==> src/rtl/key_autorepeat.sv <==
// key_autorepeat: per-channel key debouncer with press/release pulses and
// keyboard-style auto-repeat (an initial delay, then a fixed repeat rate).
//
// Ports
//   clk          system clock; all state updates on the rising edge
//   rst          asynchronous active-high reset
//   raw_i        asynchronous key levels, 1 = pressed
//   rep_en_i     per-channel auto-repeat enable, sampled every cycle
//   hold_i       global pause: timing counters freeze and press/fire are
//                suppressed (debounce, level and release keep running)
//   level_o      debounced key level
//   press_o      one-cycle pulse on an accepted press
//   release_o    one-cycle pulse on an accepted release
//   fire_o       one-cycle action pulse on press and on each auto-repeat
//   fire_any_o   OR of fire_o
//   fire_idx_o   lowest set bit index of fire_o, 0 when none is set
module key_autorepeat #(
  parameter int unsigned N          = 8,
  parameter int unsigned DEB_CYCLES = 16,
  parameter int unsigned DAS_CYCLES = 20,
  parameter int unsigned ARR_CYCLES = 5,
  parameter int unsigned CW         = 24
) (
  input  logic         clk,
  input  logic         rst,
  input  logic [N-1:0] raw_i,
  input  logic [N-1:0] rep_en_i,
  input  logic         hold_i,
  output logic [N-1:0] level_o,
  output logic [N-1:0] press_o,
  output logic [N-1:0] release_o,
  output logic [N-1:0] fire_o,
  output logic         fire_any_o,
  output logic [4:0]   fire_idx_o
);

  typedef enum logic [1:0] {
    IDLE   = 2'd0,
    DELAY  = 2'd1,
    REPEAT = 2'd2,
    HELD   = 2'd3
  } state_e;

  // Terminal counts: the action happens on the edge where the counter
  // would otherwise step past (LIMIT - 1).
  localparam logic [CW-1:0] DEB_LAST = CW'(DEB_CYCLES - 1);
  localparam logic [CW-1:0] DAS_LAST = CW'(DAS_CYCLES - 1);
  localparam logic [CW-1:0] ARR_LAST = CW'(ARR_CYCLES - 1);

  logic [N-1:0]  sync1_q;
  logic [N-1:0]  sync2_q;
  logic [CW-1:0] deb_q [N];
  logic [CW-1:0] deb_d [N];
  logic [CW-1:0] tmr_q [N];
  logic [CW-1:0] tmr_d [N];
  state_e        st_q  [N];
  state_e        st_d  [N];
  logic [N-1:0]  level_q, level_d;
  logic [N-1:0]  press_q, press_d;
  logic [N-1:0]  rel_q,   rel_d;
  logic [N-1:0]  fire_q,  fire_d;
  logic          fire_any_q, fire_any_d;
  logic [4:0]    fire_idx_q, fire_idx_d;

  // Next-state logic for debounce, per-channel FSM and pulse outputs.
  always_comb begin
    level_d = level_q;
    press_d = '0;
    rel_d   = '0;
    fire_d  = '0;
    for (int i = 0; i < N; i++) begin
      deb_d[i] = deb_q[i];
      tmr_d[i] = tmr_q[i];
      st_d[i]  = st_q[i];

      // Debounce: count consecutive disagreeing cycles, flip on the last one.
      if (sync2_q[i] == level_q[i]) begin
        deb_d[i] = '0;
      end else if (deb_q[i] == DEB_LAST) begin
        deb_d[i]   = '0;
        level_d[i] = ~level_q[i];
      end else begin
        deb_d[i] = deb_q[i] + CW'(1);
      end

      if (level_d[i] && !level_q[i]) begin
        // Accepted press: the state is entered even under hold, only the
        // pulses are withheld; timing starts counting once hold drops.
        press_d[i] = ~hold_i;
        fire_d[i]  = ~hold_i;
        tmr_d[i]   = '0;
        st_d[i]    = rep_en_i[i] ? DELAY : HELD;
      end else if (!level_d[i] && level_q[i]) begin
        rel_d[i] = 1'b1;
        tmr_d[i] = '0;
        st_d[i]  = IDLE;
      end else begin
        case (st_q[i])
          DELAY: begin
            if (!rep_en_i[i]) begin
              st_d[i]  = HELD;
              tmr_d[i] = '0;
            end else if (!hold_i) begin
              if (tmr_q[i] == DAS_LAST) begin
                fire_d[i] = 1'b1;
                tmr_d[i]  = '0;
                st_d[i]   = REPEAT;
              end else begin
                tmr_d[i] = tmr_q[i] + CW'(1);
              end
            end
          end
          REPEAT: begin
            if (!rep_en_i[i]) begin
              st_d[i]  = HELD;
              tmr_d[i] = '0;
            end else if (!hold_i) begin
              if (tmr_q[i] == ARR_LAST) begin
                fire_d[i] = 1'b1;
                tmr_d[i]  = '0;
              end else begin
                tmr_d[i] = tmr_q[i] + CW'(1);
              end
            end
          end
          default: ;
        endcase
      end
    end

    // Priority encode: scanning downward leaves the lowest set index.
    fire_any_d = |fire_d;
    fire_idx_d = '0;
    for (int i = int'(N) - 1; i >= 0; i--) begin
      if (fire_d[i]) fire_idx_d = 5'(i);
    end
  end

  // State and output registers.
  always_ff @(posedge clk or posedge rst) begin
    if (rst) begin
      sync1_q    <= '0;
      sync2_q    <= '0;
      level_q    <= '0;
      press_q    <= '0;
      rel_q      <= '0;
      fire_q     <= '0;
      fire_any_q <= 1'b0;
      fire_idx_q <= '0;
      for (int i = 0; i < N; i++) begin
        deb_q[i] <= '0;
        tmr_q[i] <= '0;
        st_q[i]  <= IDLE;
      end
    end else begin
      sync1_q    <= raw_i;
      sync2_q    <= sync1_q;
      level_q    <= level_d;
      press_q    <= press_d;
      rel_q      <= rel_d;
      fire_q     <= fire_d;
      fire_any_q <= fire_any_d;
      fire_idx_q <= fire_idx_d;
      for (int i = 0; i < N; i++) begin
        deb_q[i] <= deb_d[i];
        tmr_q[i] <= tmr_d[i];
        st_q[i]  <= st_d[i];
      end
    end
  end

  assign level_o    = level_q;
  assign press_o    = press_q;
  assign release_o  = rel_q;
  assign fire_o     = fire_q;
  assign fire_any_o = fire_any_q;
  assign fire_idx_o = fire_idx_q;

endmodule
==> config.mk <==
export PLATFORM = sky130hd
export DESIGN_NAME = key_autorepeat
export DESIGN_NICKNAME = d
export VERILOG_FILES = /design/src/rtl/key_autorepeat.sv
export SDC_FILE = /design/constraint.sdc
export NUM_CORES = 1
export LEC_CHECK = 0
export BUFFER_PORTS_ARGS = -buffer_cell sky130_fd_sc_hd__buf_2
export CAP_MARGIN = 10
export CELL_PAD_IN_SITES_DETAIL_PLACEMENT = 1
export CELL_PAD_IN_SITES_GLOBAL_PLACEMENT = 1
export CORE_UTILIZATION = 50
export CTS_CLUSTER_DIAMETER = 80
export DETAILED_ROUTE_END_ITERATION = 10
export GPL_TIMING_DRIVEN = 0
export HOLD_SLACK_MARGIN = 0.02
export PLACE_DENSITY_LB_ADDON = 0.25
export SYNTH_ARGS = -nofsm -noshare
export SYNTH_HDL_FRONTEND = slang
export SYNTH_SLANG_ARGS = --single-unit
==> constraint.sdc <==
create_clock -name clk -period 15.6 [get_ports clk]
set_input_delay 0.78 -clock clk [delete_from_list [all_inputs] [get_ports clk]]
set_output_delay 0.78 -clock clk [all_outputs]
set_load 0.1 [all_outputs]
After elaboration in Yosys (flattened, before gate mapping) --
Cells that the tools add are included.
Cells by class: eq/ne operators 80, shifts and indexed selects 0, reduce and logical (&&, ||, !) cells 57, divide/modulo/power cells 0, magnitude comparators 0, mux-type cells 272, bitwise operators 9, add/sub/neg operators 16, $mul 0
Operator list (number):
- $mux W24 | 80
- $add A24 B1 Y24 const B | 16
- $pmux W24 S2 | 8
- $eq A24 B3 Y1 const B | 8
- $eq A24 B4 Y1 const B | 8
- $eq A24 B5 Y1 const B | 8
- $ne A5 B5 Y1 const B | 24
- $mux W2 | 56
- $mux W1 | 104
- $mux W5 | 7
- $ne A4 B4 Y1 const B | 8
- $pmux W2 S2 | 8
- $reduce_and A4 Y1 | 8
- $reduce_bool A4 Y1 | 8
- $reduce_and A3 Y1 | 8
- $eq A2 B1 Y1 const B | 8
- $eq A2 B2 Y1 const B | 8
- $logic_and A1 B1 Y1 | 16
- $logic_not A1 Y1 | 16
- $pmux W1 S2 | 8
- $not A1 Y1 | 9
- $eq A1 B1 Y1 | 8
- $reduce_or A8 Y1 | 1
- $mux W3 | 1
Storage, ports and cells: bits in read-only memories 0, bits of input ports 19, output and inout port bits 38, bits in latches 0, memories kept 0, bits in writable memories 0, logic and storage cells 466, bits in registers 454

Depth between registers and ports, before layout --
depth after elaboration 15, mapped depth 14, mapped depth without buffers 12

Worst setup path after synthesis --
OpenSTA, ideal clock, no wires.
path kind register to register, from reg level_q[5] (netlist: level_o[5]), to reg fire_idx_q[0] (netlist: fire_idx_o[0]), required time 15.506 ns, data arrival time 2.897 ns, path buffers 0, library setup time 0.094 ns, setup slack 12.609 ns, clock period less this slack 2.991 ns, stages on the path, launching flop included 9, path through dfrtp_1 -> mux2i_1 -> ha_1 -> or4b_2 -> a211o_1 -> o22a_1 -> inv_1 -> a2111oi_4 -> a221oi_2
On the way: cells in the longest elaborated chain, start to end 13, elaborated cells between the ends (all ways) 16, those cells by class eq/ne (1); mux (10); bitwise (1); reduce/logical (4)
Ends and longest elaborated chain:
- from (decl) | line 58 | logic [N-1:0] level_q, level_d;
- from (signal assigned) | line 158 | level_q <= level_d;
- $not A1 Y1 | line 81 | level_d[i] = ~level_q[i];
- $mux W1 | line 79 | end else if (deb_q[i] == DEB_LAST) begin
- $mux W1 | line 77 | if (sync2_q[i] == level_q[i]) begin
- $logic_not A1 Y1 | line 93 | end else if (!level_d[i] && level_q[i]) begin
- $logic_and A1 B1 Y1 | line 93
- $mux W1 | line 93
- $mux W1 * | line 86 | if (level_d[i] && !level_q[i]) begin
- named net fire_d[5] | line 61 | logic [N-1:0] fire_q, fire_d;
- $mux W5 * (6 in series) | line 135 | if (fire_d[i]) fire_idx_d = 5'(i);
- named net fire_idx_d[0] | line 63 | logic [4:0] fire_idx_q, fire_idx_d;
- to (signal assigned) | line 163 | fire_idx_q <= fire_idx_d;
- to (decl) | line 63
The timed path passes the listed nets; every way through them passes the cells marked *. A chain may end at the register's enable or synchronous reset.

Final worst setup path --
from reg deb_q[96] in the netlist's numbering, to reg fire_idx_q[1] (netlist: fire_idx_o[1])
On the way: cells in the longest elaborated chain, start to end 11, elaborated cells between the ends (all ways) 12, those cells by class eq/ne (1); mux (8); reduce/logical (3)
Ends and longest elaborated chain:
- from (decl) | line 52 | logic [CW-1:0] deb_q [N];
- from (signal, indexed assignment) | line 165 | deb_q[i] <= deb_d[i];
- $eq A24 B4 Y1 * | line 79
- $mux W1 * | line 79
- $mux W1 * | line 77
- named net level_d[3] | line 58
- $logic_not A1 Y1 | line 93
- $logic_and A1 B1 Y1 | line 93
- $mux W1 | line 93
- $mux W1 * | line 86
- $mux W5 * (4 in series) | line 135
- named net fire_idx_d[1] | line 63
Marks and branches as above.

==> metrics.md <==
| Metric | Value |
|---|---|
| Outcome | finished, final reports clean |
| Total number of vias | 19225 |
| Post-Place Setup Slack | 11260 ps |
| Final setup violation count | 0 |
| VDD IR max | 0.0952 mV |
| Wire per inst | 18.4 um |
| Area grow syn2layout | 12.0% |
| Starting density of the core | 50.7% |
| Largest net degree at the start of global routing | 117 |
| Hold buffers post-CTS | 0 |
| CTS tree | yes |
| Warnings from Yosys | 0 |
| Global placer's final weighted congestion | 0.820 |
| Cell taking the most area after synthesis | sky130_fd_sc_hd__dfrtp_1 |
| Core Box Area | 46500 um^2 |
| Area enclosed by the die boundary | 48000 um^2 |
| Chip width | 219 um |
| Antenna cells | 0 |
| Post-layout worst setup margin | 11730 ps |
| Final Hold Vio Count | 0 |
| Area after detailed placement | 24700 um^2 |
| Ratio of cells with drive above 1 in the final layout | 6.64% |
| Post-synthesis share of cell area spent on xor and xnor gates | 9.52% |
| Category of the most critical setup path | flop to flop |
| Skew final | 17.5 ps |
| Remaining design rule violation count | 0 |
| Biggest area contributors in the synthesized netlist | sky130_fd_sc_hd__dfrtp_1, sky130_fd_sc_hd__xnor2_1, sky130_fd_sc_hd__nor2_1 |
| Slew at the pin closest to its max-slew limit | 1070 ps |
| Number of nets still failing antenna checks after routing | 0 |
| Number of I/O pins | 57 |
| Data required time at the worst endpoint | 16080 ps |
| Total Routed Length | 59.6 mm |
| Number of global-route vias before repair | 20296 |
| Final-layout fill cell count | 5248 |
| Main combinational cell family by area after synthesis | simple AND/OR/NAND/NOR gates |
| Synth Area in Compound Gates | 7.61% |
| Clock root buffer | sky130_fd_sc_hd__clkbuf_16 |
| Post-synth ARST share | 100% |
| Sequential cell area fraction in the yosys report | 48.0% |
| Adder and majority gate portion of the synthesized area | 2.98% |
| CTS clock-pin slew for the worst setup and hold paths | 60 ps |
| Number of synthesized flops with an enable pin | 0 |
| TritonCTS buffer count | 51 |
| Arrival @ worst endpoint | 4360 ps |
| Initial DRT Pass Iterations | 5 |
| Critical-path cell with the highest stage delay | sky130_fd_sc_hd__nor3_1 |
| Number of distinct library cells after synthesis | 66 |
| Die Ht | 219 um |
| Count of final max-slew check failures | 0 |
| Syn avg cell area | 9.47 um^2 |
| Final design instance area without fill | 26400 um^2 |
| Delay of the slowest critical-path stage | 790 ps |
| Slew HR | 27.9% |
| Rows | 79 |
| Critical Path End Type | flop |
| Cells along the critical path | ha_1 > and3_1 > clkbuf_1 > nand4_1 > nor2_1 > mux2i_1 > inv_1 > ha_1 > nor2_1 > nand3_1 > nor3_1 > nor4_1 > a21boi_0 |
| Number of max-capacitance violations reported | 0 |
| Worst skew pair latency | 600 ps |
| Final Net Count | 2675 |
| CTS sink count | 452 |
| Hold Path Class | input port to asynchronous set/reset pin |
| Number of gates resized after cts | 0 |
| Leftover overflow at the end of global routing | 0 |
| Cells after synthesis | 2488 |
| CP Max Fanout | 6 |
| Post-CTS Repair Setup Buffers | 0 |
| Number of synthesized register bits | 452 |
| Number of violations reported at the end of detailed-routing iteration 0 | 1146 |
| Cell area power density | 109 nW/um^2 |
| Wire length of the first global-routing pass | 101 mm |
| Worst R2R Setup Slack | 11730 ps |
| Deepest clock path buffer count | 3 |
| Multiplexer fraction of the synthesized cell area | 1.83% |
| Share of the clock period used by the worst path after layout | 24.8% |
| Maximum clock frequency | 258 MHz |
| Setup repair after global routing missed its margin | no |
| Total routing resource utilization after global routing | 25.5% |
| Post-Synthesis Cell Area | 23600 um^2 |
| Post-DR vias/cell | 5.93 |
| Prevailing post-synth register cell | sky130_fd_sc_hd__dfrtp_1 |
| Static leakage power | 11.4 nW |
| Final critical delay including setup and external delays | 3870 ps |
| Final cell utilization of the core | 56.8% |
| Count of buffers inserted at the top-level ports | 54 |
| Sort of element at the start of the critical path | flop |
| Maximum level of the CTS H-tree | 2 |
| Fraction of the mapped netlist area in simple logic gates | 26.8% |
| Post-detailed-placement half-perimeter wirelength | 40.9 mm |
| Share of Yosys cell area claimed by the top area cell type | 48.0% |
| Initial antenna violation count | 3 |
layout by cell type (no fill, tap or decap), types with 33 or more instances in the layout:
| cell type | count |
|---|---|
| sky130_fd_sc_hd__mux2i_1 | 33 |
| sky130_fd_sc_hd__buf_2 | 57 |
| sky130_fd_sc_hd__clkbuf_1 | 81 |
| sky130_fd_sc_hd__and4_1 | 41 |
| sky130_fd_sc_hd__nand4_1 | 110 |
| sky130_fd_sc_hd__nor4_1 | 138 |
| sky130_fd_sc_hd__nor2_1 | 340 |
| sky130_fd_sc_hd__nor3_1 | 69 |
| sky130_fd_sc_hd__nand2_1 | 134 |
| sky130_fd_sc_hd__or3_1 | 60 |
| sky130_fd_sc_hd__inv_1 | 120 |
| sky130_fd_sc_hd__ha_1 | 56 |
| sky130_fd_sc_hd__a21oi_1 | 91 |
| sky130_fd_sc_hd__dfrtp_1 | 452 |
| sky130_fd_sc_hd__xnor2_1 | 166 |
| sky130_fd_sc_hd__o21ai_0 | 91 |
| sky130_fd_sc_hd__nand3_1 | 112 |
| sky130_fd_sc_hd__and3_1 | 49 |
| sky130_fd_sc_hd__clkbuf_16 | 53 |
| sky130_fd_sc_hd__xor2_1 | 90 |
state kept, by name, summed over array words and instances, names as in the netlist:
signal / cells
st_q: 16
fire_o: 8
sync1_q: 8
press_o: 8
release_o: 8
tmr_q: 192
deb_q: 192
fire_idx_o: 3
level_o: 8
fire_any_o: 1
sync2_q: 8
power breakdown:
part	internal [mW]	leakage (nW)	switching [mW]	total, mW
registers	1.22	6.17	0.0474	1.27
clock network	0.714	0.824	0.490	1.20
logic	0.125	4.39	0.283	0.407
worst max-delay path, delay by kind of cell, from the launching register on:
family          cells  cell delay [ps]
simple gates        7             2010
fa+ha+maj           2              480
flops               1              380
buf+inv             2              330
compound gates      1              290
mux                 1              270
stage by stage:
step / hold slack [ps] / cells / total power [mW] / TNS, ps
global placement: 332 / 3150 / 1.66 / -1246070
CTS: 241 / 3243 / 2.91 / 0
finish: 241 / 3243 / 2.88 / 0
detailed placement: 337 / 3154 / 1.69 / 0
floorplan: 331 / 2489 / 1.56 / 0
global route: 272 / 3243 / 3.01 / 0
metal layers:
layer  GRT usage, %  vias up  part of all wire, %
li1               -     9104                    -
met3           3.74       98                  2.9
met2           44.3      223                   50
met1           32.8     9796                   45
met5              0        -                0.045
met4           8.10        4                  2.5
synth_stat cells, types with 74 or more instances:
master	instances
sky130_fd_sc_hd__inv_1	121
sky130_fd_sc_hd__nor4_1	138
sky130_fd_sc_hd__xor2_1	90
sky130_fd_sc_hd__a21oi_1	91
sky130_fd_sc_hd__o21ai_0	91
sky130_fd_sc_hd__dfrtp_1	452
sky130_fd_sc_hd__nor2_1	340
sky130_fd_sc_hd__nand4_1	110
sky130_fd_sc_hd__nand3_1	112
sky130_fd_sc_hd__nand2_1	134
sky130_fd_sc_hd__xnor2_1	166
sky130_fd_sc_hd__clkbuf_1	74
final cells by class:
| class | instances | area (um^2) | share of cell area [%] |
|---|---|---|---|
| Sequential cell | 452 | 11300 | 42.9 |
| Multi-Input combinational cell | 1836 | 11500 | 43.5 |
| Inverter | 121 | 462 | 1.75 |
| Buffer | 80 | 312 | 1.18 |
| Tap cell | 607 | 759 | 2.88 |
| Timing Repair Buffer | 58 | 380 | 1.44 |
| Clock inverter | 19 | 188 | 0.711 |
| Clock buffer | 70 | 1490 | 5.65 |
cells by family (layout without fill, tap and decap cells):
| group | after synthesis | count (layout) |
|---|---|---|
| multiplexers | 42 | 42 |
| XOR/XNOR | 256 | 256 |
| buffers and inverters | 201 | 348 |
| adder cells (fa/ha/maj) | 56 | 56 |
| flip-flops | 452 | 452 |
| AND/OR/NAND/NOR | 1189 | 1189 |
| other | 1 | 2 |
| AO/OA/AOI/OAI | 291 | 291 |
final timing paths:
path | cells after the start | endpoint | from
max reg2reg | 13 | fire_idx_o[1] | deb_q[96]
min in group clk | 1 | sync1_q[2] | raw_i[2]
min | 2 | deb_q[127] | rst
max in group asynchronous | 4 | deb_q[167] | rst
max | 13 | fire_idx_o[1] | deb_q[96]
min reg2reg | 0 | sync2_q[7] | sync1_q[7]
(Power assumes the default switching activity.)
